--- src/rtl/uart_fifo.sv ---
`default_nettype none
// ============================================================================
//  Module      : uart_fifo
//  Description : Full-duplex UART with TX/RX FIFOs, valid/ready handshakes,
//                configurable data bits, parity and stop bits, and sticky
//                frame/parity/overrun error flags.
//  Revision    : 1.0 - initial release
// ============================================================================
module uart_fifo #(
    parameter int CLOCK_FREQ = 25000000,
    parameter int BAUD_RATE  = 2500000,
    parameter int DATA_BITS  = 8,
    parameter int PARITY     = 0,
    parameter int STOP_BITS  = 1,
    parameter int FIFO_LOG2  = 4
) (
    input  logic                 clk,
    input  logic                 reset_n,
    input  logic                 rx,
    output logic                 tx,
    input  logic [DATA_BITS-1:0] tx_data,
    input  logic                 tx_valid,
    output logic                 tx_ready,
    output logic [DATA_BITS-1:0] rx_data,
    output logic                 rx_valid,
    input  logic                 rx_ready,
    output logic [FIFO_LOG2:0]   tx_count,
    output logic [FIFO_LOG2:0]   rx_count,
    output logic                 tx_idle,
    output logic                 err_frame,
    output logic                 err_parity,
    output logic                 err_overrun,
    input  logic                 err_clear
);

    localparam int c_DIV   = CLOCK_FREQ / BAUD_RATE;
    localparam int c_DEPTH = 1 << FIFO_LOG2;
    localparam int c_BW    = $clog2(c_DIV);

    localparam logic [c_BW-1:0]    c_BAUD_LAST = c_BW'(c_DIV - 1);
    localparam logic [c_BW-1:0]    c_BAUD_ONE  = c_BW'(1);
    localparam logic [c_BW-1:0]    c_SAMP_A    = c_BW'(c_DIV / 2 - 1);
    localparam logic [c_BW-1:0]    c_SAMP_B    = c_BW'(c_DIV / 2);
    localparam logic [c_BW-1:0]    c_SAMP_C    = c_BW'(c_DIV / 2 + 1);
    localparam logic [3:0]         c_DLAST     = 4'(DATA_BITS - 1);
    localparam logic [3:0]         c_SLAST     = 4'(STOP_BITS - 1);
    localparam logic [FIFO_LOG2:0] c_FULL      = (FIFO_LOG2 + 1)'(c_DEPTH);
    localparam logic               c_ODD       = (PARITY == 1);
    localparam bit                 c_HAS_PAR   = (PARITY != 0);

    // ------------------------------------------------------------------------
    // Reset: asserts asynchronously, releases on a clock edge
    // ------------------------------------------------------------------------
    logic [1:0] r_rst_sync;
    logic       w_rst_n;

    // Two-flop release synchroniser for the external reset
    always_ff @(posedge clk or negedge reset_n) begin
        if (!reset_n) r_rst_sync <= 2'b00;
        else          r_rst_sync <= {r_rst_sync[0], 1'b1};
    end
    assign w_rst_n = r_rst_sync[1];

    // ------------------------------------------------------------------------
    // TX FIFO
    // ------------------------------------------------------------------------
    logic [DATA_BITS-1:0] r_tx_mem [c_DEPTH];
    logic [FIFO_LOG2-1:0] r_tx_wr, r_tx_rd;
    logic [FIFO_LOG2:0]   r_tx_cnt;
    logic                 w_tx_push, w_tx_pop, w_tx_empty;

    assign tx_ready   = (r_tx_cnt != c_FULL);
    assign w_tx_push  = tx_valid && tx_ready;
    assign w_tx_empty = (r_tx_cnt == '0);
    assign tx_count   = r_tx_cnt;

    // TX storage write; contents need no reset
    always_ff @(posedge clk) begin
        if (w_tx_push) r_tx_mem[r_tx_wr] <= tx_data;
    end

    // TX pointers and occupancy
    always_ff @(posedge clk or negedge w_rst_n) begin
        if (!w_rst_n) begin
            r_tx_wr  <= '0;
            r_tx_rd  <= '0;
            r_tx_cnt <= '0;
        end else begin
            if (w_tx_push) r_tx_wr <= r_tx_wr + 1'b1;
            if (w_tx_pop)  r_tx_rd <= r_tx_rd + 1'b1;
            case ({w_tx_push, w_tx_pop})
                2'b10:   r_tx_cnt <= r_tx_cnt + 1'b1;
                2'b01:   r_tx_cnt <= r_tx_cnt - 1'b1;
                default: r_tx_cnt <= r_tx_cnt;
            endcase
        end
    end

    // ------------------------------------------------------------------------
    // TX FSM
    // ------------------------------------------------------------------------
    typedef enum logic [2:0] {
        TX_IDLE   = 3'd0,
        TX_START  = 3'd1,
        TX_DATA   = 3'd2,
        TX_PARITY = 3'd3,
        TX_STOP   = 3'd4
    } tx_state_t;

    tx_state_t            r_tx_state, w_tx_state_nxt;
    logic [c_BW-1:0]      r_tx_baud;
    logic [3:0]           r_tx_bit;
    logic [DATA_BITS-1:0] r_tx_shift;
    logic                 r_tx_par;
    logic                 r_tx;
    logic                 w_tx_tick;

    assign w_tx_tick = (r_tx_baud == c_BAUD_LAST);
    assign tx        = r_tx;
    assign tx_idle   = w_tx_empty && (r_tx_state == TX_IDLE);

    // TX state register
    always_ff @(posedge clk or negedge w_rst_n) begin
        if (!w_rst_n) r_tx_state <= TX_IDLE;
        else          r_tx_state <= w_tx_state_nxt;
    end

    // TX next state; popping the FIFO coincides with entering START
    always_comb begin
        w_tx_state_nxt = r_tx_state;
        w_tx_pop       = 1'b0;
        case (r_tx_state)
            TX_IDLE: begin
                if (!w_tx_empty) begin
                    w_tx_state_nxt = TX_START;
                    w_tx_pop       = 1'b1;
                end
            end
            TX_START: begin
                if (w_tx_tick) w_tx_state_nxt = TX_DATA;
            end
            TX_DATA: begin
                if (w_tx_tick && r_tx_bit == c_DLAST)
                    w_tx_state_nxt = c_HAS_PAR ? TX_PARITY : TX_STOP;
            end
            TX_PARITY: begin
                if (w_tx_tick) w_tx_state_nxt = TX_STOP;
            end
            TX_STOP: begin
                if (w_tx_tick && r_tx_bit == c_SLAST) begin
                    if (!w_tx_empty) begin
                        w_tx_state_nxt = TX_START;
                        w_tx_pop       = 1'b1;
                    end else begin
                        w_tx_state_nxt = TX_IDLE;
                    end
                end
            end
            default: w_tx_state_nxt = TX_IDLE;
        endcase
    end

    // TX datapath: bit timing, shifter and registered line driver
    always_ff @(posedge clk or negedge w_rst_n) begin
        if (!w_rst_n) begin
            r_tx_baud  <= '0;
            r_tx_bit   <= '0;
            r_tx_shift <= '0;
            r_tx_par   <= 1'b0;
            r_tx       <= 1'b1;
        end else begin
            if (w_tx_pop) begin
                r_tx_shift <= r_tx_mem[r_tx_rd];
                r_tx_par   <= (^r_tx_mem[r_tx_rd]) ^ c_ODD;
                r_tx_baud  <= '0;
                r_tx_bit   <= '0;
            end else if (r_tx_state != TX_IDLE) begin
                r_tx_baud <= w_tx_tick ? '0 : r_tx_baud + 1'b1;
                if (w_tx_tick) begin
                    if (r_tx_state == TX_DATA) r_tx_shift <= r_tx_shift >> 1;
                    r_tx_bit <= (w_tx_state_nxt != r_tx_state) ? '0 : r_tx_bit + 1'b1;
                end
            end
            case (r_tx_state)
                TX_START:  r_tx <= 1'b0;
                TX_DATA:   r_tx <= r_tx_shift[0];
                TX_PARITY: r_tx <= r_tx_par;
                default:   r_tx <= 1'b1;
            endcase
        end
    end

    // ------------------------------------------------------------------------
    // RX input conditioning
    // ------------------------------------------------------------------------
    logic r_rx_s1, r_rx_s2;

    // Two-flop synchroniser for the asynchronous rx pin
    always_ff @(posedge clk or negedge w_rst_n) begin
        if (!w_rst_n) begin
            r_rx_s1 <= 1'b1;
            r_rx_s2 <= 1'b1;
        end else begin
            r_rx_s1 <= rx;
            r_rx_s2 <= r_rx_s1;
        end
    end

    // ------------------------------------------------------------------------
    // RX FSM
    // ------------------------------------------------------------------------
    typedef enum logic [2:0] {
        RX_IDLE   = 3'd0,
        RX_START  = 3'd1,
        RX_DATA   = 3'd2,
        RX_PARITY = 3'd3,
        RX_STOP   = 3'd4,
        RX_BREAK  = 3'd5
    } rx_state_t;

    rx_state_t            r_rx_state, w_rx_state_nxt;
    logic [c_BW-1:0]      r_rx_baud;
    logic [3:0]           r_rx_bit;
    logic [DATA_BITS-1:0] r_rx_shift;
    logic                 r_smp_a, r_smp_b;
    logic                 r_rx_perr;
    logic                 r_rx_push;
    logic                 w_rx_mid, w_rx_maj;

    // States advance at the third sample; the counter free-runs per bit
    assign w_rx_mid = (r_rx_baud == c_SAMP_C);
    assign w_rx_maj = (r_smp_a & r_smp_b) | (r_smp_a & r_rx_s2) | (r_smp_b & r_rx_s2);

    // RX state register
    always_ff @(posedge clk or negedge w_rst_n) begin
        if (!w_rst_n) r_rx_state <= RX_IDLE;
        else          r_rx_state <= w_rx_state_nxt;
    end

    // RX next state, decided at each mid-bit majority sample
    always_comb begin
        w_rx_state_nxt = r_rx_state;
        case (r_rx_state)
            RX_IDLE: begin
                if (!r_rx_s2) w_rx_state_nxt = RX_START;
            end
            RX_START: begin
                if (w_rx_mid) w_rx_state_nxt = w_rx_maj ? RX_IDLE : RX_DATA;
            end
            RX_DATA: begin
                if (w_rx_mid && r_rx_bit == c_DLAST)
                    w_rx_state_nxt = c_HAS_PAR ? RX_PARITY : RX_STOP;
            end
            RX_PARITY: begin
                if (w_rx_mid) w_rx_state_nxt = RX_STOP;
            end
            RX_STOP: begin
                if (w_rx_mid) w_rx_state_nxt = w_rx_maj ? RX_IDLE : RX_BREAK;
            end
            RX_BREAK: begin
                if (r_rx_s2) w_rx_state_nxt = RX_IDLE;
            end
            default: w_rx_state_nxt = RX_IDLE;
        endcase
    end

    // RX datapath: bit timing, sampling, deserialiser and push request
    always_ff @(posedge clk or negedge w_rst_n) begin
        if (!w_rst_n) begin
            r_rx_baud  <= '0;
            r_rx_bit   <= '0;
            r_rx_shift <= '0;
            r_smp_a    <= 1'b1;
            r_smp_b    <= 1'b1;
            r_rx_perr  <= 1'b0;
            r_rx_push  <= 1'b0;
        end else begin
            r_rx_push <= 1'b0;
            // In IDLE the clock of first low detection counts as position 0
            if (r_rx_state == RX_IDLE) begin
                r_rx_baud <= c_BAUD_ONE;
                r_rx_bit  <= '0;
            end else begin
                r_rx_baud <= (r_rx_baud == c_BAUD_LAST) ? '0 : r_rx_baud + 1'b1;
            end
            if (r_rx_baud == c_SAMP_A) r_smp_a <= r_rx_s2;
            if (r_rx_baud == c_SAMP_B) r_smp_b <= r_rx_s2;
            if (w_rx_mid) begin
                case (r_rx_state)
                    RX_START: r_rx_perr <= 1'b0;
                    RX_DATA: begin
                        r_rx_shift <= {w_rx_maj, r_rx_shift[DATA_BITS-1:1]};
                        r_rx_bit   <= r_rx_bit + 1'b1;
                    end
                    RX_PARITY: r_rx_perr <= w_rx_maj ^ (^r_rx_shift) ^ c_ODD;
                    RX_STOP:   r_rx_push <= w_rx_maj;
                    default:   r_rx_push <= 1'b0;
                endcase
            end
        end
    end

    // ------------------------------------------------------------------------
    // RX FIFO
    // ------------------------------------------------------------------------
    logic [DATA_BITS-1:0] r_rx_mem [c_DEPTH];
    logic [FIFO_LOG2-1:0] r_rx_wr, r_rx_rd;
    logic [FIFO_LOG2:0]   r_rx_cnt;
    logic                 w_rx_push, w_rx_pop, w_rx_full;

    assign rx_valid  = (r_rx_cnt != '0);
    assign rx_data   = r_rx_mem[r_rx_rd];
    assign rx_count  = r_rx_cnt;
    assign w_rx_pop  = rx_valid && rx_ready;
    assign w_rx_full = (r_rx_cnt == c_FULL);
    // A simultaneous pop frees the slot for a push at full
    assign w_rx_push = r_rx_push && (!w_rx_full || w_rx_pop);

    // RX storage write; contents need no reset
    always_ff @(posedge clk) begin
        if (w_rx_push) r_rx_mem[r_rx_wr] <= r_rx_shift;
    end

    // RX pointers and occupancy
    always_ff @(posedge clk or negedge w_rst_n) begin
        if (!w_rst_n) begin
            r_rx_wr  <= '0;
            r_rx_rd  <= '0;
            r_rx_cnt <= '0;
        end else begin
            if (w_rx_push) r_rx_wr <= r_rx_wr + 1'b1;
            if (w_rx_pop)  r_rx_rd <= r_rx_rd + 1'b1;
            case ({w_rx_push, w_rx_pop})
                2'b10:   r_rx_cnt <= r_rx_cnt + 1'b1;
                2'b01:   r_rx_cnt <= r_rx_cnt - 1'b1;
                default: r_rx_cnt <= r_rx_cnt;
            endcase
        end
    end

    // ------------------------------------------------------------------------
    // Sticky error flags
    // ------------------------------------------------------------------------
    logic w_frm_set, w_par_set, w_ovr_set;
    logic r_err_frame, r_err_parity, r_err_overrun;

    assign w_frm_set   = (r_rx_state == RX_STOP) && w_rx_mid && !w_rx_maj;
    assign w_par_set   = r_rx_push && r_rx_perr;
    assign w_ovr_set   = r_rx_push && w_rx_full && !w_rx_pop;
    assign err_frame   = r_err_frame;
    assign err_parity  = r_err_parity;
    assign err_overrun = r_err_overrun;

    // Flags set on events and hold until err_clear, which wins over a set
    always_ff @(posedge clk or negedge w_rst_n) begin
        if (!w_rst_n) begin
            r_err_frame   <= 1'b0;
            r_err_parity  <= 1'b0;
            r_err_overrun <= 1'b0;
        end else if (err_clear) begin
            r_err_frame   <= 1'b0;
            r_err_parity  <= 1'b0;
            r_err_overrun <= 1'b0;
        end else begin
            if (w_frm_set) r_err_frame   <= 1'b1;
            if (w_par_set) r_err_parity  <= 1'b1;
            if (w_ovr_set) r_err_overrun <= 1'b1;
        end
    end

endmodule
`default_nettype wire

--- config.mk ---
export PLATFORM = sky130hd
export DESIGN_NAME = uart_fifo
export DESIGN_NICKNAME = d
export VERILOG_FILES = /design/src/rtl/uart_fifo.sv
export SDC_FILE = /design/constraint.sdc
export NUM_CORES = 1
export LEC_CHECK = 0
export ABC_CLOCK_PERIOD_IN_PS = 5000
export BUFFER_PORTS_ARGS = -buffer_cell sky130_fd_sc_hd__buf_2
export CORE_MARGIN = 2
export CORE_UTILIZATION = 48
export CTS_BUF_LIST = sky130_fd_sc_hd__clkbuf_16
export CTS_CLUSTER_DIAMETER = 150
export DETAILED_ROUTE_END_ITERATION = 8
export PLACE_DENSITY = 0.61
export SYNTH_ARGS = -nofsm -noshare
export SYNTH_HDL_FRONTEND = slang
export SYNTH_SLANG_ARGS = --single-unit
--- constraint.sdc ---
create_clock -name clk -period 5 [get_ports clk]
set_clock_uncertainty 0.15 [all_clocks]
set_input_delay 1 -clock clk [delete_from_list [all_inputs] [get_ports clk]]
set_output_delay 1 -clock clk [all_outputs]
set_load 0.01 [all_outputs]
==> out/metrics.yaml, run 1 <==
io_buffers: 38
fin_nets: 875
hold_buffers: 0
synth.distinct_cells: 60
diodes: 0
dieHeight_um: 174
setup_violations: 0
syn_inst: 790
initial_core_util_pct: 48.4
cts-root-buf: "clkbuf_16"
grt-ovfl-total: 0
setup-tns-final_ps: 0
mappedNetlistArea_um2: 13800
status: "completed"
slowest_stage: "dfrtp_2"
r2r_start: "r_tx_baud[1]$_DFFE_PN0P_"
dr.first_iter.drc_count: 560
area_growth_pct: 12.2
htreeDepth: 2
drc: 0
wl_per_cell_um: 20.5
synth_edf_count: 256
critical_path_class: "flop to output pin"
dp_slack_ps: 1210
relSlewSlack_pct: 27.9
first_pass_iters: 5
chipWidth_um: 174
worstSetupStartpointType: "flop"
cp-end-kind: "output pin"
syn_nets: 828
fin_ws_ps: 1020
die-area_um2: 30100
timing.final.crit_share_pct: 79.5
ioPinCount: 39
cts.repair.resized: 0
ys.flop_type: "edfxtp_1"
antenna_found_initial: 0
synth_top_area_share_pct: 55.7
max_stage_delay_ps: 790
routed_wl_mm: 25.5
postSynthAreaPerCell_um2: 17.5
p_leak_uw: 0.00570
nFillCells: 2262
num_vias: 6994
grt_first_pass_wirelength_mm: 41.0
p_total_uw: 7250
max_freq_mhz: 252
synth_area_leaders: "edfxtp_1, dfrtp_1, mux4_2"
gr-usage-all-layers_pct: 17.5
grt_pass1_vias: 7296
ant_nets: 0
rsz0062_at_grt: "false"
postCtsSetupRepairBufs: 0
hold_viol_final: 0
ys_seq_area_share_pct: 69.7
drive_gt1_share_pct: 20.5
clock_sinks: 333
crit_chain: "buf_4 > mux4_2 > mux4_2 > buf_2"
rows: 62
worstSetupStartpoint: "r_rx_rd[0]$_DFFE_PN0N_"
async_flop_share_pct: 23.1
tightest_slew_ps: 1080
viasPerCell: 5.61
gp_congestion: 0.851
clk_latency_ps: 500
cp_data_arrival_time_ps: 2830
required_ps: 3850
max-vdd-ir-drop_uv: 348
clk_pin_slew_ps: 60
cp_common_cell: "mux4_2"
netlist.top_cell.by_area: "edfxtp_1"
instances_no_fill: 1247
clock_path_buffers: 3
finalCriticalPeriod_ps: 3980
max_cap_violations: 0
crit_fanout: 20
grt_max_degree: 76
hpwl_mm: 17.0
coreArea_um2: 28500
layout_commonest_cell: "edfxtp_1"
final_cell_mix: "edfxtp_1, dfrtp_1, mux4_2"
ys_ff_latch: 333
yosysWarnings: 0
maxSlewViolCount: 0
cts_made_buffers: 35
cts_tree: "built"
p_per_area_nw_per_um2: 468
dpl.cell_count: 1184
hold_class: "primary input to async pin"
==> routing by layer <==
layer | part of all wire (%) | vias up | track usage, % | routed length (um)
li1 | - | 3152 | - | -
met1 | 41 | 3610 | 22.1 | 10400
met2 | 52 | 183 | 31.2 | 13300
met3 | 4.3 | 49 | 2.74 | 1100
met4 | 2.7 | 0 | 5.46 | 684
met5 | 0 | - | 0 | 0
==> cells by family after synthesis <==
logic type                 after synthesis  synth area share (%)
DFF                                    333                  69.7
and+or+nand+nor                        156                  5.54
muxes                                   95                  14.3
AOI/OAI and AO/OA                       79                  3.54
buffers and inverters                   60                  1.94
xor gates and xnor gates                41                  2.70
adders and majority gates               25                  2.30
other                                    1                0.0272
==> state kept, by name (all words and copies together), names as in the netlist, 2 cells and up <==
register	flops
tx_count	5
rx_count	5
r_rx_baud	4
r_rx_shift	8
r_tx_wr	4
r_rx_mem	128
r_tx_state	3
r_tx_mem	128
r_rx_rd	4
r_tx_rd	4
r_rst_sync	2
r_rx_state	3
r_rx_wr	4
r_tx_bit	4
r_rx_bit	4
r_tx_shift	8
r_tx_baud	4
==> cell usage after synthesis (all sizes together) (8+ instances only) <==
cell,number
mux2,12
nand3,9
xor2,9
inv,23
and2,21
nand2b,8
clkbuf,20
edfxtp,256
nor3,11
mux4,74
dfrtp,72
mux2i,9
nor2,39
nand2,43
buf,16
a21oi,16
ha,23
o21ai,31
a22oi,10
xnor2,31
==> per-stage QoR <==
stage | instance area, um2 | utilization [%] | hold WS [ps]
2_1_floorplan | 13800 | - | 181
3_3_place_gp | 14400 | 50.3 | 189
3_5_place_dp | 14400 | 50.3 | 190
4_1_cts | 15500 | 54.3 | 98.1
5_1_grt | 15500 | 54.3 | 101
6_report | 15500 | 54.3 | 116
==> worst paths after layout <==
check                      slack, ps                      end  cells past startpoint
setup / recovery                1020               rx_data[7]                      4
hold / removal                   120  r_rst_sync[1]$_DFF_PN0_                      1
setup reg to reg                1180  tx_count[4]$_DFFE_PN0P_                     15
hold reg to reg                  200  r_rst_sync[1]$_DFF_PN0_                      0
max in group asynchronous       3610   r_rx_rd[1]$_DFFE_PN0N_                      0
min in group clk                 200  r_rst_sync[1]$_DFF_PN0_                      0
==> layout make-up <==
class	instances	area, um2	area share (%)
clock inverters	26	200	1.29
repair buffers	46	250	1.62
clock buffers	37	926	5.98
flip-flops and latches	333	9630	62.1
well taps	384	480	3.10
multi-input cells	397	3920	25.3
inverters	24	90.1	0.581
==> critical path: cells and delay by family, from the launching register on <==
| kind | cells | cell delay, ps |
|---|---|---|
| buffers and inverters | 2 | 510 |
| flip-flops | 1 | 790 |
| multiplexers | 2 | 1010 |
==> power breakdown <==
group	leakage (uW)	internal [uW]	switching, uW	total, uW
clock	0.000582	1490	1000	2500
combinational	0.00174	629	568	1200
sequential	0.00337	3220	336	3560
(Power assumes the default switching activity.)
==> run 2, diff against run 1 <==
ABC_CLOCK_PERIOD_IN_PS = 3900   (was 5000)
clock period = 3.9 ns   (was 5 ns; I/O delays follow)
==> out/metrics.yaml, run 2 (same netlist as run 1, synthesis figures left out) <==
io_buffers: 38  # unchanged
clock_sinks: 333  # unchanged
cts.repair.resized: 0  # unchanged
maxSlewViolCount: 0  # unchanged
ioPinCount: 39  # unchanged
rows: 62  # unchanged
max_cap_violations: 0  # unchanged
hold_viol_final: 0  # unchanged
grt_pass1_vias: 7333  # +0.51%
gr-usage-all-layers_pct: 17.5  # about the same
grt-ovfl-total: 0  # unchanged
fin_ws_ps: 345  # -680 ps
initial_core_util_pct: 48.4  # unchanged
cp_data_arrival_time_ps: 2620  # -210 ps
setup-tns-final_ps: 0  # unchanged
nFillCells: 2278  # +0.71%
cts-root-buf: "clkbuf_16"
required_ps: 2970  # -880 ps
clock_path_buffers: 3  # unchanged
ant_nets: 0  # unchanged
intPower_uw: 6930  # +30%
layout_commonest_cell: "edfxtp_1"
routed_wl_mm: 25.6  # +0.22%
max-vdd-ir-drop_uv: 456  # +31%
dieHeight_um: 174  # unchanged
p_per_area_nw_per_um2: 602  # +29%
dp_slack_ps: 454  # -759 ps
finalCriticalPeriod_ps: 3550
worstSetupStartpointType: "flop"
reg_top3: "r_rx_mem (128), r_tx_mem (128)"
p_sw_uw: 2450  # +28%
postCtsSetupRepairBufs: 0  # unchanged
status: "completed"
drc: 0  # unchanged
htreeDepth: 2  # unchanged
hold_class: "flop to flop"
clk_pin_slew_ps: 60  # about the same
num_vias: 6835  # -2.3%
die-area_um2: 30100  # unchanged
clock_power_share_pct: 34.8  # +0.4 points
crit_fanout: 25  # +25%
critical_path_class: "flop to output pin"
p_seq_share_pct: 47.6  # -1.5 points
first_pass_iters: 4  # -1
cts_made_buffers: 36  # +2.9%
fin_nets: 880  # +0.57%
drive_gt1_share_pct: 20.4  # -0.12 points
max_freq_mhz: 281
cp-end-kind: "output pin"
coreArea_um2: 28500  # unchanged
timing.final.crit_share_pct: 91.1
combPwrFrac_pct: 17.5  # +1.0 points
tightest_slew_ps: 997  # -85.0 ps
grt_first_pass_wirelength_mm: 40.9  # -0.15%
grt_max_degree: 76  # unchanged
antenna_found_initial: 0  # unchanged
final_cell_mix: "edfxtp_1, dfrtp_1, mux4_2"
fin_hold_ws_ps: 205  # +88.4 ps
setup_violations: 0  # unchanged
relSlewSlack_pct: 33.6  # +5.7 points
chipWidth_um: 174  # unchanged
rsz0062_at_grt: "false"
wl_per_cell_um: 20.5  # +0.14%
clk_latency_ps: 500  # about the same
p_leak_uw: 0.00572  # +0.43%
cts_tree: "built"
area_growth_pct: 12.7
hpwl_mm: 17.0  # +0.14%
gp_congestion: 0.797  # -6.4%
sw_frac_of_total_pct: 26.1  # -0.16 points
viasPerCell: 5.48  # -2.4%
dr.first_iter.drc_count: 574  # +2.5%
-- run 2: path summary, 6_finish.rpt --
kind | startpoint | endpoint | slack [ps] | cells after the start
worst max-delay path | r_rx_rd[0]$_DFFE_PN0N_ | rx_data[6] | 350 | 4
worst min-delay path | r_rst_sync[0]$_DFF_PN0_ | r_rst_sync[1]$_DFF_PN0_ | 200 | 0
worst max register to register | rx_count[0]$_DFFE_PN0P_ | rx_count[4]$_DFFE_PN0P_ | 390 | 11
worst min register to register | r_rst_sync[0]$_DFF_PN0_ | r_rst_sync[1]$_DFF_PN0_ | 200 | 0
max in group asynchronous | r_rst_sync[1]$_DFF_PN0_ | r_rx_rd[0]$_DFFE_PN0N_ | 2530 | 0
min in group asynchronous | r_rst_sync[1]$_DFF_PN0_ | tx_count[2]$_DFFE_PN0P_ | 340 | 0
-- run 2: cell type report --
cell class / instances / area, um2 / area share [%]
Clock inverter: 22 / 211 / 1.36
Timing Repair Buffer: 50 / 308 / 1.98
Inverter: 24 / 90.1 / 0.579
Tap cell: 384 / 480 / 3.09
Sequential cell: 333 / 9630 / 61.9
Antenna cell: 1 / 2.50 / 0.0161
Clock buffer: 37 / 926 / 5.95
Multi-Input combinational cell: 397 / 3920 / 25.2
-- run 2: power groups by stage --
stage | combinational (uW) | clock [uW] | sequential [uW]
2_1_floorplan | 1300 | 0 | 4370
3_3_place_gp | 1610 | 0 | 4510
3_5_place_dp | 1670 | 0 | 4540
4_1_cts | 1670 | 3340 | 4470
5_1_grt | 1810 | 3460 | 4520
6_report | 1640 | 3270 | 4470
-- run 2: repair_timing --
| action | CTS | global route |
|---|---|---|
| hold buffers | 1 | 0 |
| endpoints found under the hold margin | 2 | 0 |
| setup endpoints to repair | 0 | 0 |
-- run 2: worst max-delay path, cell delays in order, from the launching register on --
cell and delay [ps]:
dfrtp_2 610, buf_12 290, mux4_2 560, mux4_2 490, buf_2 160
-- run 2: metrics by stage --
| stage | total power (uW) | instances | cell area (um2) | utilization (%) |
|---|---|---|---|---|
| floorplan | 5670 | 790 | 13800 | - |
| global placement | 6120 | 1187 | 14400 | 50.5 |
| detailed placement | 6210 | 1187 | 14400 | 50.5 |
| CTS | 9480 | 1247 | 15600 | 54.5 |
| global route | 9790 | 1247 | 15600 | 54.5 |
| finish | 9380 | 1248 | 15600 | 54.5 |
-- run 2: layer usage --
| layer | wire (um) | GRT usage (%) | up-vias | part of all wire, % |
|---|---|---|---|---|
| li1 | - | - | 3162 | - |
| met1 | 10800 | 22.4 | 3510 | 42 |
| met2 | 13300 | 30.9 | 112 | 52 |
| met3 | 804 | 2.74 | 51 | 3.1 |
| met4 | 677 | 5.36 | 0 | 2.6 |
| met5 | 0 | 0 | - | 0 |
